$ cat config.mk
export PLATFORM = sky130hd
export DESIGN_NAME = dog_draw_ctl
export DESIGN_NICKNAME = d
export VERILOG_FILES = /design/src/rtl/dog_draw_ctl.sv
export SDC_FILE = /design/constraint.sdc
export NUM_CORES = 1
export LEC_CHECK = 0
export ABC_AREA = 1
export BUFFER_PORTS_ARGS = -buffer_cell sky130_fd_sc_hd__buf_2
export CORE_MARGIN = 1
export CORE_UTILIZATION = 50
export DETAILED_ROUTE_END_ITERATION = 6
export HOLD_SLACK_MARGIN = 0.08
export PLACE_DENSITY = 0.75
export SYNTH_ARGS = -nofsm -noshare
export SYNTH_HDL_FRONTEND = slang
export SYNTH_SLANG_ARGS = --single-unit
$ cat constraint.sdc
create_clock -name clk60MHz -period 6.03 [get_ports clk60MHz]
set_clock_uncertainty 0.15 [all_clocks]
set_input_delay 0.3015 -clock clk60MHz [delete_from_list [all_inputs] [get_ports clk60MHz]]
set_output_delay 0.3015 -clock clk60MHz [all_outputs]
set_load 0.01 [all_outputs]
$ cat src/rtl/dog_draw_ctl.sv
// Dog sprite overlay: vsync-paced walk animation plus a 3-stage pixel pipeline
// that addresses the frame ROMs and composites the sprite over the background.
module dog_draw_ctl #(
  parameter int unsigned FRAME_DIV       = 8,
  parameter logic [11:0] TRANSPARENT_RGB = 12'hF0F
) (
  input  logic        clk60MHz,
  input  logic        rst,
  input  logic [10:0] hcount_in,
  input  logic [10:0] vcount_in,
  input  logic        hsync_in,
  input  logic        vsync_in,
  input  logic        hblnk_in,
  input  logic        vblnk_in,
  input  logic [11:0] rgb_in,
  input  logic [11:0] xpos,
  input  logic [11:0] ypos,
  input  logic        moving,
  output logic [11:0] rom_addr,
  input  logic [11:0] rom_rgb0,
  input  logic [11:0] rom_rgb1,
  input  logic [11:0] rom_rgb2,
  input  logic [11:0] rom_rgb3,
  output logic [10:0] hcount_out,
  output logic [10:0] vcount_out,
  output logic        hsync_out,
  output logic        vsync_out,
  output logic        hblnk_out,
  output logic        vblnk_out,
  output logic [11:0] rgb_out,
  output logic [1:0]  anim_frame
);

  localparam int unsigned CW      = 11;
  localparam int unsigned PW      = 12;
  localparam int unsigned HW      = 13;
  localparam int unsigned SPR_DIM = 64;

  typedef enum logic {IDLE, WALK} state_t;

  typedef struct packed {
    logic [CW-1:0] hc;
    logic [CW-1:0] vc;
    logic          hs;
    logic          vs;
    logic          hb;
    logic          vb;
    logic [PW-1:0] rgb;
    logic          hit;
    logic [1:0]    frame;
  } side_t;

  state_t        state_q;
  logic [7:0]    div_q;
  logic [1:0]    frame_q;
  logic          vsync_q;
  logic [PW-1:0] pos_x_q;
  logic [PW-1:0] pos_y_q;
  side_t         s1_q;
  side_t         s2_q;
  side_t         out_q;
  logic [PW-1:0] rom_addr_q;
  logic [PW-1:0] rgb_out_q;

  logic          tick_c;
  logic          hit_c;
  logic [5:0]    dx_c;
  logic [5:0]    dy_c;
  logic [PW-1:0] rom_pix_c;

  assign tick_c = vsync_in & ~vsync_q;

  // Window test in 13 bits so a sprite near the 12-bit limit never wraps to 0.
  always_comb begin
    hit_c = (HW'(hcount_in) >= HW'(pos_x_q)) &&
            (HW'(hcount_in) <  HW'(pos_x_q) + HW'(SPR_DIM)) &&
            (HW'(vcount_in) >= HW'(pos_y_q)) &&
            (HW'(vcount_in) <  HW'(pos_y_q) + HW'(SPR_DIM));
    dx_c  = hcount_in[5:0] - pos_x_q[5:0];
    dy_c  = vcount_in[5:0] - pos_y_q[5:0];
  end

  always_comb begin
    rom_pix_c = rom_rgb0;
    case (s2_q.frame)
      2'd1:    rom_pix_c = rom_rgb1;
      2'd2:    rom_pix_c = rom_rgb2;
      2'd3:    rom_pix_c = rom_rgb3;
      default: rom_pix_c = rom_rgb0;
    endcase
  end

  // Animation FSM and position latch, both advanced only on a frame tick.
  always_ff @(posedge clk60MHz) begin
    if (rst) begin
      state_q <= IDLE;
      div_q   <= '0;
      frame_q <= '0;
      vsync_q <= 1'b0;
      pos_x_q <= '0;
      pos_y_q <= '0;
    end else begin
      vsync_q <= vsync_in;
      if (tick_c) begin
        pos_x_q <= xpos;
        pos_y_q <= ypos;
        case (state_q)
          IDLE: begin
            div_q   <= '0;
            frame_q <= '0;
            if (moving) state_q <= WALK;
          end
          WALK: begin
            if (!moving) begin
              state_q <= IDLE;
              div_q   <= '0;
              frame_q <= '0;
            end else if (div_q == 8'(FRAME_DIV - 1)) begin
              div_q   <= '0;
              frame_q <= frame_q + 2'd1;
            end else begin
              div_q <= div_q + 8'd1;
            end
          end
          default: state_q <= IDLE;
        endcase
      end
    end
  end

  // Pixel pipeline: stage 1 addresses ROM, stage 2 waits for data, stage 3 mixes.
  always_ff @(posedge clk60MHz) begin
    if (rst) begin
      s1_q       <= '0;
      s2_q       <= '0;
      out_q      <= '0;
      rom_addr_q <= '0;
      rgb_out_q  <= '0;
    end else begin
      s1_q.hc    <= hcount_in;
      s1_q.vc    <= vcount_in;
      s1_q.hs    <= hsync_in;
      s1_q.vs    <= vsync_in;
      s1_q.hb    <= hblnk_in;
      s1_q.vb    <= vblnk_in;
      s1_q.rgb   <= rgb_in;
      s1_q.hit   <= hit_c;
      s1_q.frame <= frame_q;
      rom_addr_q <= hit_c ? {dy_c, dx_c} : '0;
      s2_q       <= s1_q;
      out_q      <= s2_q;
      if (s2_q.hb || s2_q.vb)
        rgb_out_q <= '0;
      else if (s2_q.hit && (rom_pix_c != TRANSPARENT_RGB))
        rgb_out_q <= rom_pix_c;
      else
        rgb_out_q <= s2_q.rgb;
    end
  end

  assign rom_addr   = rom_addr_q;
  assign hcount_out = out_q.hc;
  assign vcount_out = out_q.vc;
  assign hsync_out  = out_q.hs;
  assign vsync_out  = out_q.vs;
  assign hblnk_out  = out_q.hb;
  assign vblnk_out  = out_q.vb;
  assign rgb_out    = rgb_out_q;
  assign anim_frame = frame_q;

endmodule

== Word-level counts from Yosys, hierarchy flattened ==
Index checks and enable logic that the tools add are counted.
Storage, ports and cells
  bits of input ports: 113
  word-level logic and storage cells: 68
  register bits after elaboration: 167
  output and inout bits: 52
Operators by class
  reduce and logical (&&, ||, !) cells: 8
  add/sub/neg operators: 6
  equal/unequal tests: 6
  bitwise logic cells: 4
  magnitude comparators: 4
  multiplexer cells: 9
Operator list (number)
  one-hot mux 12 bit (3 select lines): 1
  adder 12 x 7 -> 13 bit, second input constant: 2
  < comparator 11 x 13 -> 1 bit: 2
  greater-or-equal comparator 11 x 12 -> 1 bit: 2
  two-way mux 8 bit: 2
  one-hot mux 8 bit (2 select lines): 1
  two-way mux 12 bit: 1
  != test 12 bit, second input constant: 1
  subtractor 6 bit: 2
  adder 8 x 1 -> 8 bit, second input constant: 1
  == test 8 x 3 -> 1 bit, second input constant: 1
  == test 2 bit, second input constant: 2
  logical AND 1 bit: 4
  two-way mux 2 bit: 2
  one-hot mux 2 bit (2 select lines): 1
  OR reduction 2 bit: 2
  != test 3 x 2 -> 1 bit, second input constant: 1
  NOT 1 bit: 3
  adder 2 x 1 -> 2 bit, second input constant: 1
  == test 2 x 1 -> 1 bit, second input constant: 1
  AND reduction 2 bit: 1
  AND 1 bit: 1
  logical OR 1 bit: 1
  two-way mux 1 bit: 1

== Logic depth before layout (Yosys ltp) ==
  depth after elaboration: 7
  gate-level depth with buffers: 15
  mapped depth without buffers: 14

== Worst setup path after synthesis ==
Ideal clock, no wire load.
  path type: register to register
  start point: reg pos_x_q[6]
  end point: reg rom_addr_q[6] (netlist: rom_addr[6])
  path slack: 4.001 ns
  data required time: 5.816 ns
  path buffers: 1
  clock period less this slack: 2.029 ns
  cell stages (with the launch flop): 14
  arrival time: 1.815 ns
  library setup time: 0.064 ns
  cells stage by stage: dfxtp_1 > ha_1 > nand2_1 > o21ai_0 > o21ai_0 > ha_1 > nand2_1 > inv_1 > o21ai_0 > nand2_1 > nor2_1 > nand3_1 > buf_4 > nor2_1
On the way
  cells in the longest elaborated chain, start to end: 7
  elaborated cells on any way between the ends: 8
  those cells by class: add/sub (1); order compare (2); bitwise (1); reduce/logical (4)
RTL lines
  start: declaration: RTL line 57  | logic [PW-1:0] pos_x_q;
  start signal: assignment: RTL line 105  | pos_x_q <= xpos;
  adder 12 x 7 -> 13 bit: RTL line 76  | (HW'(hcount_in) < HW'(pos_x_q) + HW'(SPR_DIM)) &&
  < comparator 11 x 13 -> 1 bit: RTL line 76
  logical AND 1 bit (*): RTL line 75  | hit_c = (HW'(hcount_in) >= HW'(pos_x_q)) &&
  logical AND 1 bit (*): RTL line 76
  logical AND 1 bit (*): RTL line 77  | (HW'(vcount_in) >= HW'(pos_y_q)) &&
  NOT 1 bit (no source line) (*)
  OR reduction 2 bit (no source line) (*)
  end signal: assignment: RTL line 149  | rom_addr_q <= hit_c ? {dy_c, dx_c} : '0;
  end: declaration: RTL line 62  | logic [PW-1:0] rom_addr_q;
Every way passes the cells marked *; elsewhere a longest branch is shown, timed or not.
A chain may end at the register's enable or synchronous reset.

== Worst setup path in the final report ==
  start point: in hcount_in[0]
  end point: reg rom_addr_q[4] (netlist: rom_addr[4])
On the way
  cells in the longest elaborated chain, start to end: 6
  elaborated cells on any way between the ends: 8
  those cells by class: add/sub (1); order compare (2); bitwise (1); reduce/logical (4)
RTL lines
  start: declaration: RTL line 9  | input logic [10:0] hcount_in,
  < comparator 11 x 13 -> 1 bit or greater-or-equal comparator 11 x 12 -> 1 bit (tied branches): RTL line 76, 75
  logical AND 1 bit: RTL line 75
  logical AND 1 bit: RTL line 76
  logical AND 1 bit: RTL line 77
  NOT 1 bit (no source line)
  OR reduction 2 bit (no source line)
Several ways; a longest one is shown, not always the timed one.

==> impl_metrics.yaml <==
clock_network:
  cts_root_buf: "clkbuf_16"
  tritoncts: "done"
  ctsHoldBuffers: 62
  ctsResizeCount: 0
  cts.sinks: 167
  cts_buffer_depth: 2
  cts_buffers: 17
  h-tree-depth: 4
  clk_pin_slew_worst_paths_ns: 0.06
  cts_setup_buffers: 0
  clock_latency_ns: 0.42
setup_path:
  crit_arrival_ns: 2.85
  crit_type: "in2reg"
  worstPathRequired_ns: 6.22
  worstRegToRegCells: 11
  endpoint: "rom_addr[4]"
  startpoint: "hcount_in[0]"
  r2r-start: "s2_q[1]"
  r2r_setup_slack_ns: 3.45
  crit_fanout: 13
  worstSetupEndpointType: "register"
  crit_path_start_kind: "primary input"
  r2r-end: "rgb_out[9]"
global_route:
  grt_use_total_pct: 21.4
  grt.overflow.total: 0
  grt_max_degree: 69
  grt_pass1_vias: 5443
  grt_first_pass_wirelength_mm: 24.0
  grt_antenna_before_repair: 0
sta:
  period_share_pct: 44.1
  setup_viol: 0
  fmax_mhz: 376
  slew_headroom_pct: 50.0
  tns_ns: 0
  finalHoldViolCount: 0
  tightest_slew_ns: 0.749
  min_period_ns: 2.66
  final_max_slew_viol_count: 0
  rsz0062_at_grt: "no"
min_path:
  holdCritPathClass: "in2reg"
die:
  io_pins: 165
  die-area_um2: 14200
  core_um2: 13300
  die_height_um: 119
  rows: 42
  dieWidth_um: 119
  start_util_pct: 51.5
yosys:
  yosysSeqAreaShare_pct: 48.6
  ys.flop_type: "dfxtp_1"
  synth_cell_type_count: 40
  synth_top_family_by_area: "simple AND/OR/NAND/NOR gates"
  yosysTopAreaCell: "dfxtp_1"
  synth_edf_count: 0
  netlist_area_um2: 6880
  syn_inst: 873
  synth.most_common_cell: "inv_1"
  synthTopCellsByCount: "inv_1, dfxtp_1, nor2_1"
  yosys_warnings: 0
  synth-compound-area-share_pct: 7.42
  synth_simple_gate_area_share_pct: 22.9
  synth_top_area_share_pct: 48.6
  synth_adder_area_share_pct: 6.95
  synth_xor_area_share_pct: 1.78
  ys_top_cells_by_area: "dfxtp_1, inv_1, nor2_1"
  syn_avg_cell_area_um2: 7.88
  synth.ff_latch_count: 167
  muxShareOfSynthArea_pct: 0
  synth_nets: 1023
  async_flop_share_pct: 0
power_and_ir_drop:
  powerDensity_nw_per_um2: 272
  p_leak_nw: 4.40
  p_int_mw: 1.84
  comb_power_share_pct: 12.5
  peakVddDrop_v: 0.000173
  total_power_mw: 2.42
  netSwitchingFraction_pct: 24.0
  p_clk_share_pct: 39.0
  netSwitchingPower_mw: 0.579
  seq_power_share_pct: 48.6
route:
  drt_iter0_drc: 228
  drcViolationCount: 0
  wl_per_cell_um: 11.5
  num_vias: 5792
  totalWireLength_mm: 14.7
  ant_nets: 0
  avgViaCountPerCell: 4.53
  drtPass1Iterations: 4
outcome:
  status: "complete, no violations"
place:
  io_buffers: 164
  place_hpwl_mm: 9.68
  gp_congestion: 0.929
finish:
  antenna_cells: 0
  n_fill_cell: 1116
  drive_gt1_share_pct: 20.0
  area_growth_pct: 29.1
  nets: 1240
flow_run:
  maxCapViolCount: 0
[flip-flops by register name (all words and copies together) (netlist names)]
register and cells:
vcount_out 11, s1_q 41, s2_q 41, state_q 1, hsync_out 1, vblnk_out 1
hcount_out 11, div_q 8, hblnk_out 1, pos_x_q 12, rom_addr 12, pos_y_q 12
rgb_out 12, anim_frame 2, vsync_out 1
[critical path: stages]
cell and delay (ns):
dlygate4sd3_1 0.52, buf_2 0.10, inv_1 0.07, ha_1 0.23
fa_1 0.39, nand3b_1 0.19, nand3_1 0.10, nand2_1 0.05
nand3_1 0.08, nand3_1 0.08, nor2_1 0.08, nand3_1 0.41
nor2_1 0.22
[worst min-delay path by stage]
stage                         from       endpoint  slack (ns)  depth (start not counted)
after floorplan           s2_q[30]  hcount_out[0]        0.24                          2
after global placement    s1_q[20]       s2_q[20]        0.24                          2
after detailed placement  s1_q[21]       s2_q[21]        0.24                          2
after CTS                  xpos[1]     pos_x_q[1]        0.09                          3
after global routing       xpos[1]     pos_x_q[1]        0.16                          3
final                      xpos[1]     pos_x_q[1]        0.10                          3
[metal layers]
layer	up-vias	wire, um	GRT usage (%)
met4	0	299	8.94
met2	183	7140	37.2
met5	-	0	0
li1	3086	-	-
met3	24	822	5.60
met1	2499	6440	24.7
[power groups by stage]
stage	clock network (mW)	registers, mW	logic [mW]
3_3_place_gp	0	1.20	0.263
5_1_grt	1.01	1.18	0.343
2_1_floorplan	0	1.20	0.177
4_1_cts	0.958	1.17	0.299
3_5_place_dp	0	1.20	0.266
6_report	0.942	1.17	0.301
[stage by stage]
| step | hold slack [ns] | cells | setup WS, ns | cell area (um^2) | util (%) |
|---|---|---|---|---|---|
| 2_1_floorplan | 0.238 | 873 | 4.00 | 6880 | - |
| 3_3_place_gp | 0.238 | 1185 | 3.54 | 7750 | 58.1 |
| 3_5_place_dp | 0.242 | 1185 | 3.50 | 7750 | 58.1 |
| 4_1_cts | 0.0914 | 1279 | 3.39 | 8880 | 66.5 |
| 5_1_grt | 0.159 | 1279 | 3.10 | 8880 | 66.5 |
| 6_report | 0.102 | 1279 | 3.37 | 8880 | 66.5 |
[cell usage in the layout, fill, tap and decap left out, types with 3 or more instances in the layout]
master         instances
nor2_2                 7
buf_2                163
clkinv_2               4
dfxtp_1              167
nand4_1                8
xor2_1                 7
nor2_1               167
clkbuf_16             17
inv_1                172
buf_4                  4
xnor2_1                7
nand3_1               37
nand3_2               10
a21oi_1               49
nor2_4                 4
o21ai_0               39
dlygate4sd3_1         62
nor3_1                 8
nand2_1               96
clkbuf_1               9
nand3b_1               3
ha_1                  35
[cells by family (layout without fill, tap and decap cells)]
logic type | count (synthesis) | after routing
adder cells (fa/ha/maj) | 37 | 37
flip-flops | 167 | 167
XOR/XNOR | 14 | 14
AO/OA/AOI/OAI | 97 | 97
AND/OR/NAND/NOR | 353 | 353
buffers and inverters | 205 | 435
[area by class of cell]
cell class | instances | area [um^2] | area share [%]
multi-input cells | 501 | 2690 | 30.2
clock buffers | 28 | 487 | 5.48
flip-flops and latches | 167 | 3340 | 37.6
inverters | 174 | 658 | 7.41
well taps | 176 | 220 | 2.48
repair buffers | 229 | 1470 | 16.5
clock inverters | 4 | 20.0 | 0.225
Power figures use the tool's default switching activity.
